`src/rtl/prsim_mon_pkg.sv`:
```
// Shared state encoding and saturating-arithmetic helpers for the prsim pulse monitor.
package prsim_mon_pkg;

   typedef enum logic [1:0] {
      ST_LO   = 2'd0,
      PEND_HI = 2'd1,
      ST_HI   = 2'd2,
      PEND_LO = 2'd3
   } state_t;

   function automatic logic [31:0] sat_max(input int unsigned width);
      return (width >= 32) ? 32'hFFFF_FFFF : ((32'd1 << width) - 32'd1);
   endfunction

   function automatic logic [31:0] sat_inc(input logic [31:0] value, input int unsigned width);
      logic [31:0] maxv;
      maxv = sat_max(width);
      return (value >= maxv) ? maxv : value + 32'd1;
   endfunction

   // Used when a dropout is folded back into the running high time.
   function automatic logic [31:0] sat_add(input logic [31:0] a, input logic [31:0] b,
                                           input int unsigned width);
      logic [32:0] sum;
      logic [31:0] maxv;
      maxv = sat_max(width);
      sum  = {1'b0, a} + {1'b0, b};
      return (sum > {1'b0, maxv}) ? maxv : sum[31:0];
   endfunction

endpackage

```
`src/rtl/bit_synchronizer.sv`:
```
// Multi-flop synchroniser for a single asynchronous bit; all stages clear on reset.
module bit_synchronizer #(
   parameter int STAGES = 2
) (
   input  logic clk,
   input  logic reset,
   input  logic d,
   output logic q
);

   logic [STAGES-1:0] r_chain;

   always_ff @(posedge clk) begin
      if (reset) r_chain <= '0;
      else       r_chain <= {r_chain[STAGES-2:0], d};
   end

   assign q = r_chain[STAGES-1];

endmodule

```
`src/rtl/prsim_pulse_monitor.sv`:
```
// Synchronises and debounces a net returned from prsim, reporting edges, widths and glitches.
// Define PRSIM_MON_GLITCH_DISPLAY_EN to print a message on every rejected glitch.
module prsim_pulse_monitor
   import prsim_mon_pkg::*;
#(
   parameter int SYNC_STAGES = 2,
   parameter int MIN_WIDTH   = 4,
   parameter int CNT_W       = 8
) (
   input  logic             clk,
   input  logic             reset,
   input  logic             sig_in,
   input  logic             clear_cnt,
   output logic             filt_out,
   output logic             rise_evt,
   output logic             fall_evt,
   output logic             glitch,
   output logic [CNT_W-1:0] width,
   output logic             width_vld,
   output logic [CNT_W-1:0] glitch_cnt
);

   localparam logic [CNT_W-1:0] MIN_W_C = CNT_W'(MIN_WIDTH);
   localparam logic [CNT_W-1:0] ONE_C   = CNT_W'(1);

   logic             w_s;
   state_t           r_state, w_next_state;
   logic [CNT_W-1:0] r_run, w_run_nxt;
   logic [CNT_W-1:0] r_hold, w_hold_nxt;
   logic             r_filt, w_filt_nxt;
   logic             r_rise, r_fall, r_glitch, r_wvld;
   logic             w_rise, w_fall, w_glitch;
   logic [CNT_W-1:0] r_width, w_width_nxt;
   logic [CNT_W-1:0] r_gcnt, w_gcnt_nxt;

   bit_synchronizer #(.STAGES(SYNC_STAGES)) u_sync (
      .clk   (clk),
      .reset (reset),
      .d     (sig_in),
      .q     (w_s)
   );

   always_comb begin
      w_next_state = r_state;
      w_run_nxt    = r_run;
      w_hold_nxt   = r_hold;
      w_filt_nxt   = r_filt;
      w_width_nxt  = r_width;
      w_rise       = 1'b0;
      w_fall       = 1'b0;
      w_glitch     = 1'b0;
      case (r_state)
         ST_LO: begin
            if (w_s) begin
               w_run_nxt = ONE_C;
               if (MIN_WIDTH == 1) begin
                  w_next_state = ST_HI;
                  w_filt_nxt   = 1'b1;
                  w_rise       = 1'b1;
               end else begin
                  w_next_state = PEND_HI;
               end
            end
         end
         PEND_HI: begin
            if (w_s) begin
               w_run_nxt = r_run + ONE_C;
               if (r_run + ONE_C == MIN_W_C) begin
                  w_next_state = ST_HI;
                  w_filt_nxt   = 1'b1;
                  w_rise       = 1'b1;
               end
            end else begin
               w_next_state = ST_LO;
               w_run_nxt    = '0;
               w_glitch     = 1'b1;
            end
         end
         ST_HI: begin
            if (w_s) begin
               w_run_nxt = CNT_W'(sat_inc(32'(r_run), CNT_W));
            end else if (MIN_WIDTH == 1) begin
               w_next_state = ST_LO;
               w_filt_nxt   = 1'b0;
               w_fall       = 1'b1;
               w_width_nxt  = r_run;
               w_run_nxt    = '0;
            end else begin
               w_next_state = PEND_LO;
               w_hold_nxt   = ONE_C;
            end
         end
         PEND_LO: begin
            if (!w_s) begin
               if (r_hold + ONE_C == MIN_W_C) begin
                  w_next_state = ST_LO;
                  w_filt_nxt   = 1'b0;
                  w_fall       = 1'b1;
                  w_width_nxt  = r_run;
                  w_run_nxt    = '0;
                  w_hold_nxt   = '0;
               end else begin
                  w_hold_nxt = r_hold + ONE_C;
               end
            end else begin
               // The dropout plus the current high sample count toward the pulse width.
               w_next_state = ST_HI;
               w_glitch     = 1'b1;
               w_run_nxt    = CNT_W'(sat_add(32'(r_run), 32'(r_hold) + 32'd1, CNT_W));
               w_hold_nxt   = '0;
            end
         end
         default: w_next_state = ST_LO;
      endcase

      if (clear_cnt)     w_gcnt_nxt = '0;
      else if (w_glitch) w_gcnt_nxt = CNT_W'(sat_inc(32'(r_gcnt), CNT_W));
      else               w_gcnt_nxt = r_gcnt;
   end

   always_ff @(posedge clk) begin
      if (reset) begin
         r_state  <= ST_LO;
         r_run    <= '0;
         r_hold   <= '0;
         r_filt   <= 1'b0;
         r_rise   <= 1'b0;
         r_fall   <= 1'b0;
         r_glitch <= 1'b0;
         r_wvld   <= 1'b0;
         r_width  <= '0;
         r_gcnt   <= '0;
      end else begin
         r_state  <= w_next_state;
         r_run    <= w_run_nxt;
         r_hold   <= w_hold_nxt;
         r_filt   <= w_filt_nxt;
         r_rise   <= w_rise;
         r_fall   <= w_fall;
         r_glitch <= w_glitch;
         r_wvld   <= w_fall;
         r_width  <= w_width_nxt;
         r_gcnt   <= w_gcnt_nxt;
      end
   end

`ifdef PRSIM_MON_GLITCH_DISPLAY_EN
   logic [CNT_W-1:0] w_pending;
   assign w_pending = (r_state == PEND_HI) ? r_run : r_hold;

   always_ff @(posedge clk) begin
      if (!reset && w_glitch) begin
         $display("at time %7.3f, glitch on <%m> width %0d", $realtime, w_pending);
         if (!clear_cnt && r_gcnt != '1 && w_gcnt_nxt == '1)
            $display("warning: glitch counter saturated on <%m>");
      end
   end
`else
   // Pure logic build: no simulation output.
`endif

   assign filt_out   = r_filt;
   assign rise_evt   = r_rise;
   assign fall_evt   = r_fall;
   assign glitch     = r_glitch;
   assign width      = r_width;
   assign width_vld  = r_wvld;
   assign glitch_cnt = r_gcnt;

endmodule

```
`config.mk`:
```
export PLATFORM = sky130hd
export DESIGN_NAME = prsim_pulse_monitor
export DESIGN_NICKNAME = d
export VERILOG_FILES = /design/src/rtl/prsim_mon_pkg.sv /design/src/rtl/bit_synchronizer.sv /design/src/rtl/prsim_pulse_monitor.sv
export SDC_FILE = /design/constraint.sdc
export NUM_CORES = 1
export LEC_CHECK = 0
export ABC_AREA = 1
export ABC_CLOCK_PERIOD_IN_PS = 6500
export CORE_MARGIN = 10
export CORE_UTILIZATION = 42
export CTS_CLUSTER_DIAMETER = 40
export CTS_CLUSTER_SIZE = 12
export DETAILED_ROUTE_END_ITERATION = 8
export SLEW_MARGIN = 20
export SYNTH_ARGS = -nofsm -noshare
export SYNTH_HDL_FRONTEND = slang
export SYNTH_SLANG_ARGS = --single-unit
```
`constraint.sdc`:
```
create_clock -name clk -period 6.5 [get_ports clk]
set_input_delay 1.625 -clock clk [delete_from_list [all_inputs] [get_ports clk]]
set_output_delay 1.625 -clock clk [all_outputs]
set_load 0.02 [all_outputs]
```
-- Word level (Yosys, flattened, before mapping)
Cells that the tools add are included.
- register bits: 40
- bits in latches: 0
- bits in writable memories: 0
- bits in read-only memories: 0
- input bits: 4
- output and inout bits: 21
- logic and storage cells: 77
- memories: 0
- $add $sub $neg: 6
- $mul: 0
- divide/modulo/power cells: 0
- magnitude comparators: 3
- equal/unequal tests: 14
- shift-type cells: 0
- muxes and demuxes: 30
- bitwise operators: 3
- reduce and logical (&&, ||, !) cells: 11
- operators by type and width (operator ; count):
    $mux 8 ; 11
    $add 8x1->8 const B ; 4
    $pmux 8 s4 ; 1
    $eq 8x3->1 const B ; 2
    $ge 8x8->1 const B ; 2
    $pmux 8 s2 ; 1
    $mux 2 ; 6
    $add 8x9->10 ; 1
    $gt 10x8->1 const B ; 1
    $add 8x1->9 const B ; 1
    $mux 1 ; 8
    $ne 2x2->1 const B ; 4
    $pmux 2 s4 ; 1
    $ne 2x1->1 const B ; 3
    $reduce_and 3->1 ; 2
    $reduce_or 3->1 ; 2
    $reduce_and 5->1 ; 1
    $eq 2x2->1 const B ; 2
    $pmux 1 s2 ; 2
    $reduce_and 4->1 ; 1
    $reduce_bool 2->1 ; 2
    $ne 3x2->1 const B ; 1
    $ne 3x3->1 const B ; 1
    $not 1->1 ; 3
    4 further kinds ; 4

-- Depth between registers and ports, before layout
Gate-level depths: netlist of the first run.
- depth in word-level cells: 6
- mapped depth: 13
- gate-level depth less buffers: 13

-- Modules after synthesis
A second synthesis of the first run with hierarchy kept.
- cell total of the unflattened synthesis: 374
- area total of the unflattened synthesis: 2497.4 um^2
- modules (own cells, without submodules) (module ; instances ; cells each ; area each (um^2) ; sequential area each (um^2)):
    prsim_pulse_monitor ; 1 ; 368 ; 2442.3 ; 760.7
    bit_synchronizer ; 1 ; 6 ; 55.1 ; 40.0

-- Worst setup path after synthesis of the first run
Ideal clock, no wire load.
- path type: input -> register
- start point: in reset
- end point: reg r_glitch (netlist: glitch)
- arrival: 2.294 ns
- data required time: 6.369 ns
- setup slack: 4.075 ns
- stages: 3
- path buffers: 2
- path through: clkbuf_1 buf_1 nor2_1
- RTL lines (item ; line ; source):
    start: declaration ; prsim_pulse_monitor.sv:11 ; input logic reset,
    end signal: assignment ; prsim_pulse_monitor.sv:140 ; r_glitch <= w_glitch;
    end: declaration ; prsim_pulse_monitor.sv:31 ; logic r_rise, r_fall, r_glitch, r_wvld;
No word-level cell between the ends.

==> results.toml, run 1 <==
[outcome]
status = "finished clean"

[worst_setup_path]
cp-end-kind = "flop"
cp_slowest_stage_delay_ns = 1.01
path_cells = "clkdlybuf4s50_1, inv_1, nand3b_1, nand2_1"
cp.arrival_ns = 3.40
path_class = "in2reg"
cp-start-kind = "input pin"
regToRegSetupSlack_ns = 3.93
crit_slowest_cell = "clkdlybuf4s50_1"
cp_max_fo = 20
worstRegToRegCells = 12
cp.required_ns = 6.69

[synth]
async_flop_share_pct = 0
synth_top_flop_cell = "dfxtp_1"
yosysTopAreaCell = "dfxtp_1"
synth_edf_count = 0
syn_nets = 406
yosysTopAreaCellShare_pct = 30.8
ys_seq_elements = 40
syn-cell-area_um2 = 2600
syn_avg_cell_area_um2 = 6.69
yosysWarnings = 0
ys_types = 36
synthTopCellsByArea = "dfxtp_1, nand2_1, inv_1"
synth-seq-area-share_pct = 30.8
netlist_instances = 389
ys_top_cells_by_count = "nand2_1, inv_1, dfxtp_1"
synth.most_common_cell = "nand2_1"

[cts]
clock-sinks = 40
tritoncts = "done"
cts_resized = 0
postCtsSetupBuffers = 0
clk_latency_ns = 0.30
clk_pin_slew_worst_paths_ns = 0.08
cts_inserted_buffers = 5
clockBufferDepth = 2
ctsHoldBuffers = 0
htreeDepth = 2
ctsRootBufferMaster = "clkbuf_8"

[hold_path]
hold_class = "reg2reg"
whs_path_depth = 2

[place]
placed_cells = 483
place.gp.congestion = 0.885
place_hpwl_mm = 5.02
pre_cts_slack_ns = 3.02
port_buffers = 24

[die]
dieArea_um2 = 9740
start_util_pct = 43.7
fp.dieH_um = 98.7
rows = 28
core_area_um2 = 5960
die_w_um = 98.7
pin_count = 25

[routing]
via_per_inst = 5.07
drc = 0
drtIter0Drc = 160
wirelength_mm = 6.49
routed-via-count = 2487
wl_per_cell_um = 13.2
ant_nets = 0
first_pass_iters = 4

[global_route]
antenna_found_initial = 0
grt.busiest_layer = "met2"
first_global_vias = 2400
use_met1_pct = 17.9
grt_overflow_total = 0
gr-usage-all-layers_pct = 13.7
grt_pass1_wl_mm = 11.3
use_met2_pct = 21.0
met3_usage_pct = 3.91
grt_max_degree = 21

[timing]
post-route-period-util_pct = 49.3
relSlewSlack_pct = 45.1
finalHoldViolations = 0
layout_min_cycle_time_ns = 3.20
setup_tns_ns = 0
tightest_slew_ns = 0.821
rsz0062_at_grt = "no"
setup_viol = 0
fmax_mhz = 312
fin_hold_ws_ns = 0.413
clock_skew_ns = 0.00714
finalMaxSlewViolations = 0
setup_ws_ns = 3.30

[layout]
drive_gt1_share_pct = 7.93
fin_nets = 432
final_util_pct = 50.5
instances_no_fill = 491
n_antenna_cell = 0
area_growth_pct = 15.7

[power]
ir_worst_vdd_v = 0.0000883
power_density_nw_per_um2 = 164
p_leak_uw = 0.00132

[job]
max-cap-violations = 0
-- kinds of logic after synthesis --
group,count (synthesis),share of synthesized area (%)
flops,40,30.8
xor+xnor,6,2.02
simple gates,199,35.6
compound gates,62,14.2
fa+ha+maj,13,6.54
buf+inv,69,10.8
-- flip-flops by register name, summed over array words and instances (netlist names), named ones only --
name,cells
r_hold,8
filt_out,1
width_vld,1
r_run,8
glitch,1
r_state,1
width,8
u_sync.r_chain,2
glitch_cnt,8
rise_evt,1
-- worst max-delay path, delay by kind of cell --
kind	cells	cell delay [ns]
and+or+nand+nor	2	0.29
buffers and inverters	2	1.47
-- per-layer routing --
metal	vias up	wire length, um
li1	1313	-
met1	1111	3100
met2	56	2930
met3	7	374
met4	0	84
met5	-	0
-- final cells by class --
type / instances / area [um2]
Clock buffer: 6 / 72.6
Clock inverter: 2 / 35.0
Fill cell: 647 / 2950
Inverter: 64 / 248
Multi-Input combinational cell: 280 / 1520
Sequential cell: 40 / 801
Tap cell: 75 / 93.8
Timing Repair Buffer: 24 / 240
-- cells in the final DEF (no fill, tap or decap), types with 2 or more instances in the layout --
cell type        count
a221oi_1             2
clkbuf_8             5
nand2_1            105
a21oi_1             23
a21oi_2              5
xnor2_1              4
nand2_4              4
o21ai_2              3
inv_1               61
ha_1                12
nand2_2              3
clkdlybuf4s50_1     24
nand4_1              9
o21ai_1              4
a31oi_1              6
nand3_1             37
dfxtp_1             40
nand3b_1             2
nor2_1              25
xor2_1               2
o21ai_0             16
nor2_4               5
nor3_1               5
-- through the flow --
stage / power [uW] / area, um2
after floorplan: 285 / 2600
after global placement: 295 / 2900
after detailed placement: 295 / 2900
after CTS: 497 / 3010
after global routing: 512 / 3010
final: 492 / 3010
-- path summary, 6_finish.rpt --
| path | from | to |
|---|---|---|
| setup / recovery | reset | filt_out |
| hold / removal | u_sync.r_chain[0] | u_sync.r_chain[1] |
| setup reg to reg | r_run[0] | r_run[7] |
| hold reg to reg | u_sync.r_chain[0] | u_sync.r_chain[1] |
-- where the power goes --
group	switching [uW]	internal, uW
combinational	25.0	11.9
sequential	4.55	248
clock	88.7	114
total	118	374
No activity file was read; power rests on OpenSTA's default activity.
==> inputs of run 2 (changes only) <==
- ABC_CLOCK_PERIOD_IN_PS: 6500 -> 3300
- clock period: 6.5 -> 3.3 ns (I/O delays scaled with it)
==> run 2 against run 1 <==
Effect of this change:
- clock power grew 110%
- first-iteration DRC count shrank 14%
- register-to-register slack lost 3.1 ns
- critical path depth grew 8
- design area grew 0.87%
- power grew 100%
- global-route usage shrank 0.56 points
- final cell count grew 0.20%
- largest power group unchanged
- combinational power grew 100%
==> results.toml, run 2 (same netlist as run 1, synthesis figures left out) <==
[global_route]
grt_max_degree = 21
gr-usage-all-layers_pct = 13.1
grt_pass1_wl_mm = 10.9
grt_overflow_total = 0
first_global_vias = 2358
antenna_found_initial = 0

[routing]
ant_nets = 0
routed-via-count = 2458
wl_per_cell_um = 13.0
first_pass_iters = 4
drc = 0
drtIter0Drc = 137
via_per_inst = 5.00
wirelength_mm = 6.38

[die]
dieArea_um2 = 9740
rows = 28
die_w_um = 98.7
core_area_um2 = 5960
fp.dieH_um = 98.7
start_util_pct = 43.7
pin_count = 25

[hold_path]
hold_class = "reg2reg"

[timing]
fmax_mhz = 412
layout_min_cycle_time_ns = 2.43
relSlewSlack_pct = 58.7
setup_ws_ns = 0.871
setup_viol = 0
finalMaxSlewViolations = 0
post-route-period-util_pct = 73.6
rsz0062_at_grt = "no"
setup_tns_ns = 0
finalHoldViolations = 0
clock_skew_ns = 0.00983
tightest_slew_ns = 0.620

[place]
dpl_cell_area_um2 = 2910
placed_cells = 484
pre_cts_slack_ns = 0.853
place.gp.congestion = 0.868
port_buffers = 24
place_hpwl_mm = 4.90

[layout]
n_antenna_cell = 0
fill_cells = 623
final_util_pct = 51.0
mostFrequentLayoutCells = "nand2_1, inv_1, dfxtp_1"
fin_area_um2 = 3040
fin_nets = 433
instances_no_fill = 492
area_growth_pct = 16.7
drive_gt1_share_pct = 8.39
final_common_cell = "nand2_1"

[worst_setup_path]
cp-start-kind = "flop"
regToRegSetupSlack_ns = 0.87
cp_max_fo = 8
cp.required_ns = 3.48
cp-end-kind = "flop"
cp.arrival_ns = 2.61
path_class = "reg2reg"

[cts]
ctsRootBufferMaster = "clkbuf_8"
clk_pin_slew_worst_paths_ns = 0.08
htreeDepth = 2
tritoncts = "done"
cts_resized = 0
clk_latency_ns = 0.29
clock-sinks = 40
postCtsSetupBuffers = 0
cts_inserted_buffers = 5
ctsHoldBuffers = 0
clockBufferDepth = 2

[power]
p_int_uw = 779
p_switching_uw = 227
power_frac_comb_pct = 7.3
swShare_pct = 22.6
p_leak_uw = 0.00134
p_seq_share_pct = 49.4
clockPowerShare_pct = 43.3
ir_worst_vdd_v = 0.000176
power_density_nw_per_um2 = 332

[job]
max-cap-violations = 0

[outcome]
status = "finished clean"
-- run 2: per-layer routing --
| metal | global-route usage [%] | vias up | wire, um |
|---|---|---|---|
| met2 | 20.9 | 31 | 2880 |
| li1 | - | 1310 | - |
| met3 | 3.42 | 7 | 276 |
| met5 | 0 | - | 0 |
| met4 | 4.63 | 0 | 73 |
| met1 | 16.7 | 1110 | 3150 |
-- run 2: worst max-delay path, stage by stage (launching register included) --
cell	delay, ns
dfxtp_1	0.37
inv_1	0.18
ha_1	0.17
inv_1	0.05
fa_1	0.42
nand3_1	0.09
nand3_1	0.11
a21oi_1	0.52
nand2_1	0.14
nand2_1	0.09
nand3_1	0.07
nand2_1	0.08
a21oi_2	0.05
-- run 2: path summary, 6_finish.rpt --
check / startpoint / to / cells past startpoint
worst max-delay path: r_run[0] / r_run[4] / 12
worst min-delay path: u_sync.r_chain[0] / u_sync.r_chain[1] / 2
worst max register to register: r_run[0] / r_run[4] / 12
worst min register to register: u_sync.r_chain[0] / u_sync.r_chain[1] / 2
-- run 2: layout make-up --
| type | count | area, um2 | share of cell area (%) |
|---|---|---|---|
| timing repair buffer | 25 | 248 | 8.16 |
| tap | 75 | 93.8 | 3.09 |
| multi-input combinational | 280 | 1520 | 50.0 |
| clock inverter | 1 | 30.0 | 0.989 |
| clock buffer | 7 | 96.3 | 3.17 |
| sequential | 40 | 801 | 26.4 |
| inverter | 64 | 248 | 8.16 |
-- run 2: power groups by stage --
stage	sequential, uW	clock (uW)	combinational, uW
2_1_floorplan	508	0	52.5
3_3_place_gp	508	0	73.3
3_5_place_dp	508	0	73.4
4_1_cts	497	449	74.3
5_1_grt	498	470	84.8
6_report	497	435	73.9
-- run 2: stage by stage --
stage	hold WS, ns	total power [uW]
3_5_place_dp	0.392	582
5_1_grt	0.423	1050
2_1_floorplan	0.388	561
6_report	0.402	1010
4_1_cts	0.403	1020
3_3_place_gp	0.389	581
